## src/rtl/itch_msg_decoder_pkg.sv

```systemverilog
// Shared types and constants for the MoldUDP64 / ITCH message decoder.
// Message layouts are packed MSB-first, so the type byte is the top field.
package itch_msg_decoder_pkg;

  localparam logic [7:0] ITCH_ADD  = 8'h41;
  localparam logic [7:0] ITCH_DEL  = 8'h44;
  localparam logic [7:0] ITCH_EXEC = 8'h45;

  localparam int ITCH_ADD_LEN  = 36;
  localparam int ITCH_DEL_LEN  = 19;
  localparam int ITCH_EXEC_LEN = 31;
  localparam int MOLD_HDR_LEN  = 20;

  typedef enum logic [1:0] {
    IDLE,
    MOLD_HDR,
    MSG_LEN,
    MSG_BODY
  } moldStateType;

  typedef struct packed {
    logic [7:0]  msgType;
    logic [15:0] locate;
    logic [15:0] trackNum;
    logic [47:0] timeStamp;
    logic [63:0] refNum;
    logic [7:0]  buySell;
    logic [31:0] shares;
    logic [63:0] stock;
    logic [31:0] price;
  } itchAddOrderType;

  typedef struct packed {
    logic [7:0]  msgType;
    logic [15:0] locate;
    logic [15:0] trackNum;
    logic [47:0] timeStamp;
    logic [63:0] refNum;
  } itchDeleteOrderType;

  typedef struct packed {
    logic [7:0]  msgType;
    logic [15:0] locate;
    logic [15:0] trackNum;
    logic [47:0] timeStamp;
    logic [63:0] refNum;
    logic [31:0] execShares;
    logic [63:0] matchNum;
  } itchOrderExecutedType;

  typedef struct packed {
    logic [79:0] session;
    logic [63:0] seqNum;
    logic [15:0] msgCount;
  } moldHeaderType;

  // Zero means "not a type this block decodes".
  function automatic logic [15:0] itchExpectedLen(input logic [7:0] msgType);
    case (msgType)
      ITCH_ADD:  return 16'(ITCH_ADD_LEN);
      ITCH_DEL:  return 16'(ITCH_DEL_LEN);
      ITCH_EXEC: return 16'(ITCH_EXEC_LEN);
      default:   return 16'd0;
    endcase
  endfunction

endpackage

```

## src/rtl/itch_field_extract.sv

```systemverilog
// Combinational field slicer: the newest byte sits in the capture LSB, so a
// message of length L occupies the low L bytes with its type byte on top.
module itch_field_extract
  import itch_msg_decoder_pkg::*;
#(
  parameter int MAX_MSG_BYTES = 36
) (
  input  logic [MAX_MSG_BYTES*8-1:0] capture,
  input  logic [7:0]                 msgType,
  output logic [7:0]                 fieldType,
  output logic [15:0]                locate,
  output logic [15:0]                trackNum,
  output logic [47:0]                timeStamp,
  output logic [63:0]                refNum,
  output logic [7:0]                 buySell,
  output logic [31:0]                shares,
  output logic [63:0]                stock,
  output logic [31:0]                price,
  output logic [63:0]                matchNum
);

  itchAddOrderType      addMsg;
  itchDeleteOrderType   delMsg;
  itchOrderExecutedType execMsg;

  assign addMsg  = capture[ITCH_ADD_LEN*8-1:0];
  assign delMsg  = capture[ITCH_DEL_LEN*8-1:0];
  assign execMsg = capture[ITCH_EXEC_LEN*8-1:0];

  always_comb begin
    fieldType = '0;
    locate    = '0;
    trackNum  = '0;
    timeStamp = '0;
    refNum    = '0;
    buySell   = '0;
    shares    = '0;
    stock     = '0;
    price     = '0;
    matchNum  = '0;
    case (msgType)
      ITCH_ADD: begin
        fieldType = addMsg.msgType;
        locate    = addMsg.locate;
        trackNum  = addMsg.trackNum;
        timeStamp = addMsg.timeStamp;
        refNum    = addMsg.refNum;
        buySell   = addMsg.buySell;
        shares    = addMsg.shares;
        stock     = addMsg.stock;
        price     = addMsg.price;
      end
      ITCH_DEL: begin
        fieldType = delMsg.msgType;
        locate    = delMsg.locate;
        trackNum  = delMsg.trackNum;
        timeStamp = delMsg.timeStamp;
        refNum    = delMsg.refNum;
      end
      ITCH_EXEC: begin
        fieldType = execMsg.msgType;
        locate    = execMsg.locate;
        trackNum  = execMsg.trackNum;
        timeStamp = execMsg.timeStamp;
        refNum    = execMsg.refNum;
        shares    = execMsg.execShares;
        matchNum  = execMsg.matchNum;
      end
      default: ;
    endcase
  end

endmodule

```

## src/rtl/itch_msg_decoder.sv

```systemverilog
// Walks MoldUDP64 framing on the UDP payload stream and decodes ITCH Add,
// Delete and Executed messages into registered fields with a one-cycle pulse.
module itch_msg_decoder
  import itch_msg_decoder_pkg::*;
#(
  parameter int MAX_MSG_BYTES = 36,
  parameter int LEN_W         = 16
) (
  input  logic         clk,
  input  logic         rstN,
  input  logic         dataValid,
  input  logic [7:0]   data,
  input  logic         sof,
  output logic         msgValid,
  output logic [7:0]   msgType,
  output logic [15:0]  locate,
  output logic [15:0]  trackNum,
  output logic [47:0]  timeStamp,
  output logic [63:0]  refNum,
  output logic [7:0]   buySell,
  output logic [31:0]  shares,
  output logic [63:0]  stock,
  output logic [31:0]  price,
  output logic [63:0]  matchNum,
  output logic [63:0]  seqNum,
  output logic         lenErr,
  output logic         truncErr,
  output moldStateType dbgState
);

  // Stream contract: a byte is consumed on every clock where dataValid=1;
  // there is no ready, so every state accepts a byte per cycle without stall.

  localparam logic [LEN_W-1:0] ONE = LEN_W'(1);

  moldStateType               state;
  logic [4:0]                 hdrCnt;
  logic                       lenPhase;
  logic [7:0]                 lenHi;
  logic [LEN_W-1:0]           msgRemain;
  logic [LEN_W-1:0]           bodyRemain;
  logic [LEN_W-1:0]           bodyLen;
  logic [LEN_W-1:0]           bodyCnt;
  logic [LEN_W-1:0]           msgIdx;
  logic [63:0]                seqBase;
  logic [MAX_MSG_BYTES*8-1:0] capture;
  logic [7:0]                 typeReg;

  logic                       firstBody;
  logic [7:0]                 curType;
  logic [LEN_W-1:0]           expLen;
  logic                       knownType;
  logic [LEN_W-1:0]           remainDec;
  logic [LEN_W-1:0]           lenNew;
  logic [LEN_W-1:0]           hdrCount;
  logic [MAX_MSG_BYTES*8-1:0] capNext;

  logic [7:0]  xType;
  logic [15:0] xLocate;
  logic [15:0] xTrack;
  logic [47:0] xTime;
  logic [63:0] xRef;
  logic [7:0]  xBuySell;
  logic [31:0] xShares;
  logic [63:0] xStock;
  logic [31:0] xPrice;
  logic [63:0] xMatch;

  assign dbgState = state;

  // The last body byte is still on the input bus, so extraction works on the
  // capture value it is about to become.
  always_comb begin
    firstBody = (bodyCnt == '0);
    curType   = firstBody ? data : typeReg;
    expLen    = LEN_W'(itchExpectedLen(curType));
    knownType = (expLen != '0);
    remainDec = (msgRemain != '0) ? msgRemain - ONE : '0;
    lenNew    = LEN_W'({lenHi, data});
    hdrCount  = LEN_W'({msgRemain[7:0], data});
    capNext   = (bodyCnt < LEN_W'(MAX_MSG_BYTES)) ?
                {capture[MAX_MSG_BYTES*8-9:0], data} : capture;
  end

  itch_field_extract #(.MAX_MSG_BYTES(MAX_MSG_BYTES)) u_extract (
    .capture   (capNext),
    .msgType   (curType),
    .fieldType (xType),
    .locate    (xLocate),
    .trackNum  (xTrack),
    .timeStamp (xTime),
    .refNum    (xRef),
    .buySell   (xBuySell),
    .shares    (xShares),
    .stock     (xStock),
    .price     (xPrice),
    .matchNum  (xMatch)
  );

  always_ff @(posedge clk or negedge rstN) begin
    if (!rstN) begin
      state      <= IDLE;
      hdrCnt     <= '0;
      lenPhase   <= 1'b0;
      lenHi      <= '0;
      msgRemain  <= '0;
      bodyRemain <= '0;
      bodyLen    <= '0;
      bodyCnt    <= '0;
      msgIdx     <= '0;
      seqBase    <= '0;
      capture    <= '0;
      typeReg    <= '0;
      msgValid   <= 1'b0;
      msgType    <= '0;
      locate     <= '0;
      trackNum   <= '0;
      timeStamp  <= '0;
      refNum     <= '0;
      buySell    <= '0;
      shares     <= '0;
      stock      <= '0;
      price      <= '0;
      matchNum   <= '0;
      seqNum     <= '0;
      lenErr     <= 1'b0;
      truncErr   <= 1'b0;
    end else begin
      msgValid <= 1'b0;
      lenErr   <= 1'b0;
      truncErr <= 1'b0;
      if (dataValid) begin
        if (sof) begin
          // A new frame always wins; whatever was open is abandoned.
          if (state != IDLE) truncErr <= 1'b1;
          state    <= MOLD_HDR;
          hdrCnt   <= 5'd1;
          msgIdx   <= '0;
          lenPhase <= 1'b0;
          bodyCnt  <= '0;
        end else begin
          case (state)
            IDLE: ;
            MOLD_HDR: begin
              hdrCnt <= hdrCnt + 5'd1;
              if (hdrCnt >= 5'd10 && hdrCnt <= 5'd17) seqBase <= {seqBase[55:0], data};
              if (hdrCnt == 5'd18) msgRemain <= LEN_W'(data);
              if (hdrCnt == 5'(MOLD_HDR_LEN - 1)) begin
                msgRemain <= hdrCount;
                lenPhase  <= 1'b0;
                state     <= (hdrCount == '0 || hdrCount == '1) ? IDLE : MSG_LEN;
              end
            end
            MSG_LEN: begin
              if (!lenPhase) begin
                lenHi    <= data;
                lenPhase <= 1'b1;
              end else begin
                lenPhase <= 1'b0;
                if (lenNew == '0) begin
                  msgRemain <= remainDec;
                  if (remainDec == '0) state <= IDLE;
                end else begin
                  bodyLen    <= lenNew;
                  bodyRemain <= lenNew;
                  bodyCnt    <= '0;
                  state      <= MSG_BODY;
                end
              end
            end
            MSG_BODY: begin
              capture    <= capNext;
              bodyRemain <= bodyRemain - ONE;
              bodyCnt    <= bodyCnt + ONE;
              if (firstBody) typeReg <= data;
              if (bodyRemain == ONE) begin
                if (knownType && bodyLen == expLen) begin
                  msgValid  <= 1'b1;
                  msgType   <= xType;
                  locate    <= xLocate;
                  trackNum  <= xTrack;
                  timeStamp <= xTime;
                  refNum    <= xRef;
                  buySell   <= xBuySell;
                  shares    <= xShares;
                  stock     <= xStock;
                  price     <= xPrice;
                  matchNum  <= xMatch;
                  seqNum    <= seqBase + 64'(msgIdx);
                end else if (knownType) begin
                  lenErr <= 1'b1;
                end
                msgIdx    <= msgIdx + ONE;
                msgRemain <= remainDec;
                bodyCnt   <= '0;
                lenPhase  <= 1'b0;
                state     <= (remainDec == '0) ? IDLE : MSG_LEN;
              end
            end
          endcase
        end
      end
    end
  end

endmodule
```

## config.mk

```make
export PLATFORM = sky130hd
export DESIGN_NAME = itch_msg_decoder
export DESIGN_NICKNAME = d
export VERILOG_FILES = /design/src/rtl/itch_msg_decoder_pkg.sv /design/src/rtl/itch_field_extract.sv /design/src/rtl/itch_msg_decoder.sv
export SDC_FILE = /design/constraint.sdc
export NUM_CORES = 2
export LEC_CHECK = 0
export CAP_MARGIN = 5
export CELL_PAD_IN_SITES_DETAIL_PLACEMENT = 0
export CELL_PAD_IN_SITES_GLOBAL_PLACEMENT = 1
export CORE_MARGIN = 2
export CORE_UTILIZATION = 40
export CTS_CLUSTER_DIAMETER = 120
export DETAILED_ROUTE_END_ITERATION = 10
export PLACE_DENSITY = 0.84
export SYNTH_ARGS = -nofsm -noshare
export SYNTH_HDL_FRONTEND = slang
export SYNTH_SLANG_ARGS = --single-unit
```

## constraint.sdc

```tcl
create_clock -name clk -period 4.51 [get_ports clk]
set_input_delay 0.451 -clock clk [delete_from_list [all_inputs] [get_ports clk]]
set_output_delay 0.451 -clock clk [all_outputs]
set_load 0.02 [all_outputs]
```

== Word-level counts from Yosys, hierarchy flattened ==
Index checks and enable logic that the tools add are counted.

* $add $sub $neg: 6
* Order comparisons: 3
* Equality and inequality tests: 21
* Mux-type cells: 61
* Bitwise operators: 3
* Reductions and logical operators: 29

{| class="wikitable"
|+ Operator list
! kind !! number
|-
| 288-bit 2-to-1 mux || 1
|-
| 16-bit 2-to-1 mux || 15
|-
| 64-bit one-hot mux with 3 select lines || 1
|-
| 16-bit one-hot mux with 3 select lines || 3
|-
| 48-bit one-hot mux with 3 select lines || 1
|-
| 64-bit 2-to-1 mux || 2
|-
| 64-bit by 16-bit adder with 64-bit output || 1
|-
| 16-bit logical NOT || 4
|-
| 16-bit one-hot mux with 2 select lines || 2
|-
| 32-bit one-hot mux with 2 select lines || 1
|-
| 16-bit by 1-bit adder with 16-bit output (second input constant) || 2
|-
| 32-bit 2-to-1 mux || 1
|-
| 16-bit nonzero test || 2
|-
| 16-bit by 1-bit subtractor with 16-bit output (second input constant) || 2
|-
| 8-bit by 7-bit == test with 1-bit output (second input constant) || 3
|-
| 8-bit one-hot mux with 3 select lines || 1
|-
| 1-bit 2-to-1 mux || 18
|-
| 6-bit one-hot mux with 3 select lines || 1
|-
| 16-bit by 1-bit == test with 1-bit output (second input constant) || 1
|-
| 16-bit == test || 1
|-
| 16-bit == test (second input constant) || 1
|-
| 16-bit by 6-bit < comparator with 1-bit output (second input constant) || 1
|-
| 2-bit 2-to-1 mux || 8
|-
| 8-bit 2-to-1 mux || 2
|-
| other kinds (24) || 48
|}

* Bits in registers: 875
* Input bits: 12
* Output and inout bits: 421
* Word-level logic and storage cells: 149

== Depth between registers and ports, before layout ==
* Depth in word-level cells: 11
* Depth in mapped cells: 14
* Depth with buffers taken out: 11

== Modules after synthesis ==
A second synthesis with hierarchy kept.

* Cells, all modules: 5202
* Area, all modules: 45642.5 µm²

{| class="wikitable"
|+ By module, submodules not included
! module !! times used !! cells each !! area an instance (µm²) !! sequential area each (µm²)
|-
| itch_msg_decoder || 1 || 4326 || 39858.2 || 21896.0
|-
| itch_field_extract || 1 || 876 || 5784.3 || 0.0
|}

== Worst setup path after synthesis ==
Ideal clock, no wire load.

* Path kind: reg-to-reg
* Start: register bodyCnt[4]
* End: register seqNum[15]
* Library setup time: 0.129 ns
* Data arrival time: 3.150 ns
* Data required time: 4.381 ns
* Path slack: 1.232 ns
* Cell stages (with the launch flop): 13
* Buffers on the path: 4
* Period minus slack after synthesis: 3.278 ns
* Cell sequence: dfrtp_1 -> or3_1 -> or3b_1 -> nor2_2 -> mux2_2 -> a311o_1 -> a2111o_1 -> buf_2 -> buf_6 -> buf_6 -> buf_2 -> nand2_1 -> o41ai_2

* Word-level cells in the longest chain between the ends: 7
* Elaborated cells between the ends (all ways): 10
* Classes of those cells: eq/ne: 4; mux: 2; reduce/logical: 4

{| class="wikitable"
|+ Ends and longest elaborated chain
! item !! RTL line !! RTL
|-
| start, declared || itch_msg_decoder.sv:43 || <nowiki>logic [LEN_W-1:0] bodyCnt;</nowiki>
|-
| start signal, assigned || itch_msg_decoder.sv:174 || <nowiki>bodyCnt <= bodyCnt + ONE;</nowiki>
|-
| 16-bit logical NOT (*) || itch_msg_decoder.sv:74 || <nowiki>firstBody = (bodyCnt == '0);</nowiki>
|-
| 8-bit 2-to-1 mux (*) || - ||
|-
| 8-bit by 7-bit == test with 1-bit output || itch_msg_decoder_pkg.sv:59 || <nowiki>case (msgType)</nowiki>
|-
| 6-bit one-hot mux with 3 select lines (*) || itch_msg_decoder_pkg.sv:59 ||
|-
| 16-bit == test or 16-bit nonzero test (tied branches) || itch_msg_decoder.sv:177, itch_msg_decoder.sv:77 ||
|-
| 1-bit logical AND (*) || itch_msg_decoder.sv:177 || <nowiki>if (knownType && bodyLen == expLen) begin</nowiki>
|-
| 5-bit AND reduction (no line) (*) || - ||
|-
| end signal, assigned || itch_msg_decoder.sv:189 || <nowiki>seqNum <= seqBase + 64'(msgIdx);</nowiki>
|-
| end, declared || itch_msg_decoder.sv:25 || <nowiki>output logic [63:0] seqNum,</nowiki>
|}

Mark *: on every way between the ends. The rest lies on a longest branch, timed or not.
A chain may end at the register's enable or synchronous reset.

== Worst setup path in the final report ==
* Start: register bodyCnt[4]
* End: register stock[19]

* Word-level cells in the longest chain between the ends: 7
* Elaborated cells between the ends (all ways): 13
* Classes of those cells: order compare: 1; eq/ne: 4; mux: 4; reduce/logical: 4

{| class="wikitable"
|+ Ends and longest elaborated chain
! item !! RTL line !! RTL
|-
| 16-bit logical NOT || itch_msg_decoder.sv:74 ||
|-
| 8-bit 2-to-1 mux || - ||
|-
| 8-bit by 7-bit == test with 1-bit output (on tied branches) || itch_msg_decoder_pkg.sv:59, itch_field_extract.sv:41 ||
|-
| 6-bit one-hot mux with 3 select lines || itch_msg_decoder_pkg.sv:59 ||
|-
| 16-bit == test or 16-bit nonzero test (tied branches) || itch_msg_decoder.sv:177, itch_msg_decoder.sv:77 ||
|-
| 1-bit logical AND || itch_msg_decoder.sv:177 ||
|-
| 5-bit AND reduction (no line) || - ||
|-
| end signal, assigned || itch_msg_decoder.sv:186 || <nowiki>stock <= xStock;</nowiki>
|-
| end, declared || itch_msg_decoder.sv:22 || <nowiki>output logic [63:0] stock,</nowiki>
|}

Parallel ways exist; a longest one is shown, timed or not.

==> Implementation_results.wiki <==
{| class="wikitable"
! Metric !! Value
|-
| Arrival time of data at the critical path endpoint || 4.38 ns
|-
| Unrepaired setup endpoints after global routing || no
|-
| Starting Density || 40.5%
|-
| Port Buf Inserts || 432
|-
| Total overflow reported by the global router || 0
|-
| Number of distinct standard cells referenced by the synthesized netlist || 63
|-
| Final Max Slew Viols || 0
|-
| Syn_nets || 4259
|-
| Post-detailed-route count of antenna-violating nets || 0
|-
| Non-filler cells in the finished layout || 6023
|-
| Via count of the first global-routing pass || 33100
|-
| Post-Route Skew || 0.0334 ns
|-
| DR vias || 34500
|-
| Dominant cells by area after synthesis || sky130_fd_sc_hd__dfrtp_1 (52%), sky130_fd_sc_hd__mux2_2 (8.7%), sky130_fd_sc_hd__nand2_1 (7.9%), sky130_fd_sc_hd__mux2i_1 (5.3%), sky130_fd_sc_hd__o31ai_1 (4.6%)
|-
| Power Density || 423 nW/um2
|-
| Crit start category || register
|-
| Share of final-layout standard cells stronger than drive strength 1 || 14.0%
|-
| CP dominant cell by count || sky130_fd_sc_hd__buf_12
|-
| Height of the die || 328 um
|-
| Portion of the post-synthesis area used by sequential elements || 52.1%
|-
| Die X-Extent || 328 um
|-
| Post-synth design cell area || 42100 um2
|-
| Area grow syn2layout || 23.4%
|-
| Fraction of registers with async set/reset || 100%
|-
| Number of gates resized after cts || 0
|-
| Average vias per placed instance || 5.73
|-
| First-iteration detailed-routing DRC count || 3828
|-
| Top cell type by total area after synthesis || sky130_fd_sc_hd__dfrtp_1
|-
| Max VDD drop || 0.354 mV
|-
| Power consumption || 22.0 mW
|-
| Core outline area || 104000 um2
|-
| Final Routed Wirelength || 148000 um
|-
| Number of instances in the placed design || 5843
|-
| Transition time at the pin with the least slew margin || 1.22 ns
|-
| Number of placement rows || 118
|-
| Count of H-tree levels built during CTS || 3
|-
| Crit path cell chain || or3_1, or3b_1, nor2_2, buf_4, mux2i_1, a311o_1, a2111o_2, buf_12, buf_12, o31ai_1
|-
| Global-route wire length before repair || 218000 um
|-
| Data required time at the worst endpoint || 5.09 ns
|-
| Post-DP HPWL || 107000 um
|-
| Highest clock rate || 0.264 GHz
|-
| Most numerous cell types in the synthesized netlist || sky130_fd_sc_hd__nand2_1 (880), sky130_fd_sc_hd__dfrtp_1 (875), sky130_fd_sc_hd__o21ai_0 (347)
|-
| Synthesis-stage register bit count || 875
|-
| GRT Util Overall || 26.8%
|-
| Clock slew at the register clock pins of the worst setup and hold paths || 0.06 ns
|-
| Number of antenna violations at the first check in global routing || 5
|-
| # setup viols final || 0
|-
| Most frequent cell after synthesis || sky130_fd_sc_hd__nand2_1
|-
| Maximum number of pins on one net before global-route repair || 146
|-
| Worst slew slack as a fraction of its limit || 18.5%
|-
| Top_reg_cell synth || sky130_fd_sc_hd__dfrtp_1
|-
| Synthesized area divided by synthesized cell count || 9.98 um2
|-
| Routed len/inst || 24.5 um
|-
| Final worst path period need || 3.79 ns
|-
| Final Hold Violating Endpoints || 0
|-
| Period utilization || 84.1%
|-
| Gp weighted congestion || 0.930
|-
| Path type of the worst setup path || reg -> reg
|-
| Count of TritonRoute iterations in the first routing pass || 6
|-
| Number of flops mapped to enable cells by yosys || 0
|-
| Count of max-cap constraint violations || 0
|-
| Final sum of negative setup slack || 0 ns
|-
| Clock buffer count from CTS || 97
|-
| Biggest cell delay along the critical path || 0.49 ns
|-
| Critical Path Fanout Max || 130
|-
| Top cell type's share of synthesized area || 52.1%
|-
| Synth warn || 0
|-
| Number of cells produced by synthesis || 4214
|-
| Post-CTS Setup Bufs || 0
|-
| Clk sinks || 875
|-
| I/O Pins || 433
|-
| Final cell utilization of the core || 49.9%
|-
| Status || complete, no violations
|-
| Die outline area || 108000 um2
|-
| Number of nets at the end of the flow || 4608
|-
| Cell with the biggest individual delay on the critical path || sky130_fd_sc_hd__a2111o_2
|-
| CTS root buffer || sky130_fd_sc_hd__clkbuf_16
|-
| CP Capture Type || register
|-
| CTS tree || built
|-
| Count of filler cells inserted in the layout || 9430
|-
| Type of the worst min-delay path || in -> async
|-
| # DRC || 0
|-
| Worst-skew pair later-pin latency || 0.70 ns
|-
| Reg-to-reg setup timing slack || 0.72 ns
|-
| Static leakage || 23.0 nW
|-
| Max clock buf depth || 3
|}
## kinds of logic after synthesis
| logic type | after synthesis | synth area share, % |
|---|---|---|
| compound gates | 975 | 14.5 |
| simple gates | 1331 | 13.3 |
| buf+inv | 378 | 3.57 |
| flops | 875 | 52.1 |
| fa+ha+maj | 33 | 1.00 |
| xor+xnor | 76 | 1.58 |
| mux | 546 | 14.0 |
## flip-flops by register name (all words and copies together), names as in the netlist, 32 cells and up
signal and flops:
seqNum 64, shares 32, stock 64, matchNum 64, price 32, capture 288
seqBase 64, refNum 64, timeStamp 48
## placed cells by master (no fill, tap or decap), types with 23 or more instances in the layout
cell	Yosys	routed
sky130_fd_sc_hd__o31ai_1	255	255
sky130_fd_sc_hd__clkdlybuf4s50_1	0	431
sky130_fd_sc_hd__buf_12	0	35
sky130_fd_sc_hd__buf_4	0	109
sky130_fd_sc_hd__a21oi_1	147	145
sky130_fd_sc_hd__nor2_1	170	168
sky130_fd_sc_hd__nand3_1	78	78
sky130_fd_sc_hd__inv_1	51	51
sky130_fd_sc_hd__clkbuf_16	0	99
sky130_fd_sc_hd__xnor2_1	53	53
sky130_fd_sc_hd__nand2_1	880	876
sky130_fd_sc_hd__a31oi_1	82	82
sky130_fd_sc_hd__nand4_1	27	27
sky130_fd_sc_hd__o22a_1	30	30
sky130_fd_sc_hd__ha_1	32	32
sky130_fd_sc_hd__nor3_1	50	50
sky130_fd_sc_hd__xor2_1	23	23
sky130_fd_sc_hd__mux2_2	325	324
sky130_fd_sc_hd__nor4_1	31	31
sky130_fd_sc_hd__a32oi_1	32	32
sky130_fd_sc_hd__mux2i_1	221	218
sky130_fd_sc_hd__o21ai_0	347	346
sky130_fd_sc_hd__dfrtp_1	875	875
## path summary, 6_finish.rpt
path | endpoint | cells past startpoint | startpoint
max in group asynchronous | shares[30] | 3 | rstN
min in group clk | stock[17] | 2 | stock[17]
min | refNum[53] | 2 | rstN
min reg2reg | stock[17] | 2 | stock[17]
max | stock[19] | 10 | bodyCnt[4]
max reg2reg | stock[19] | 10 | bodyCnt[4]
## power breakdown
part | internal (mW) | total (mW) | switching [mW]
clock network | 5.22 | 8.66 | 3.44
logic | 1.42 | 4.29 | 2.87
registers | 8.38 | 9.01 | 0.630
total | 15.0 | 22.0 | 6.94
## repair_timing
action                     4_1_cts  5_1_grt
setup endpoints to repair        0        0
hold endpoints to repair        85        0
hold buffers                     1        0
## per-stage QoR
step | setup slack (ns) | instance area (um2) | hold slack [ns]
after CTS | 0.811 | 51900 | 0.439
after floorplan | 1.23 | 42100 | 0.155
after global placement | 0.683 | 48400 | 0.459
final | 0.718 | 51900 | 0.394
after detailed placement | 0.568 | 48400 | 0.465
after global routing | 0.581 | 51900 | 0.474
## metal layers
| metal | vias up | global-route usage (%) | share of wire (%) | wire length [um] |
|---|---|---|---|---|
| met1 | 17300 | 35.5 | 41 | 59900 |
| met4 | 2 | 11.9 | 4.6 | 6830 |
| met3 | 298 | 5.21 | 7.6 | 11200 |
| li1 | 15600 | - | - | - |
| met2 | 1333 | 42.9 | 47 | 69800 |
| met5 | - | 0 | 0.0061 | 9 |
## cell type report
type	count	area (um2)	area share (%)
Inverter	51	191	0.369
Multi-Input combinational cell	2961	18800	36.2
Clock buffer	129	2720	5.24
Antenna cell	3	7.51	0.0145
Clock inverter	47	728	1.40
Timing Repair Buffer	577	5860	11.3
Tap cell	1380	1730	3.33
Sequential cell	875	21900	42.2
## worst max-delay path, delay by kind of cell (launching register included)
kind                   cells  cell delay (ns)
multiplexers               1             0.11
flip-flops                 1             0.40
AO/OA/AOI/OAI              3             1.19
AND/OR/NAND/NOR            3             1.06
buffers and inverters      3             0.78
(Power assumes the default switching activity.)
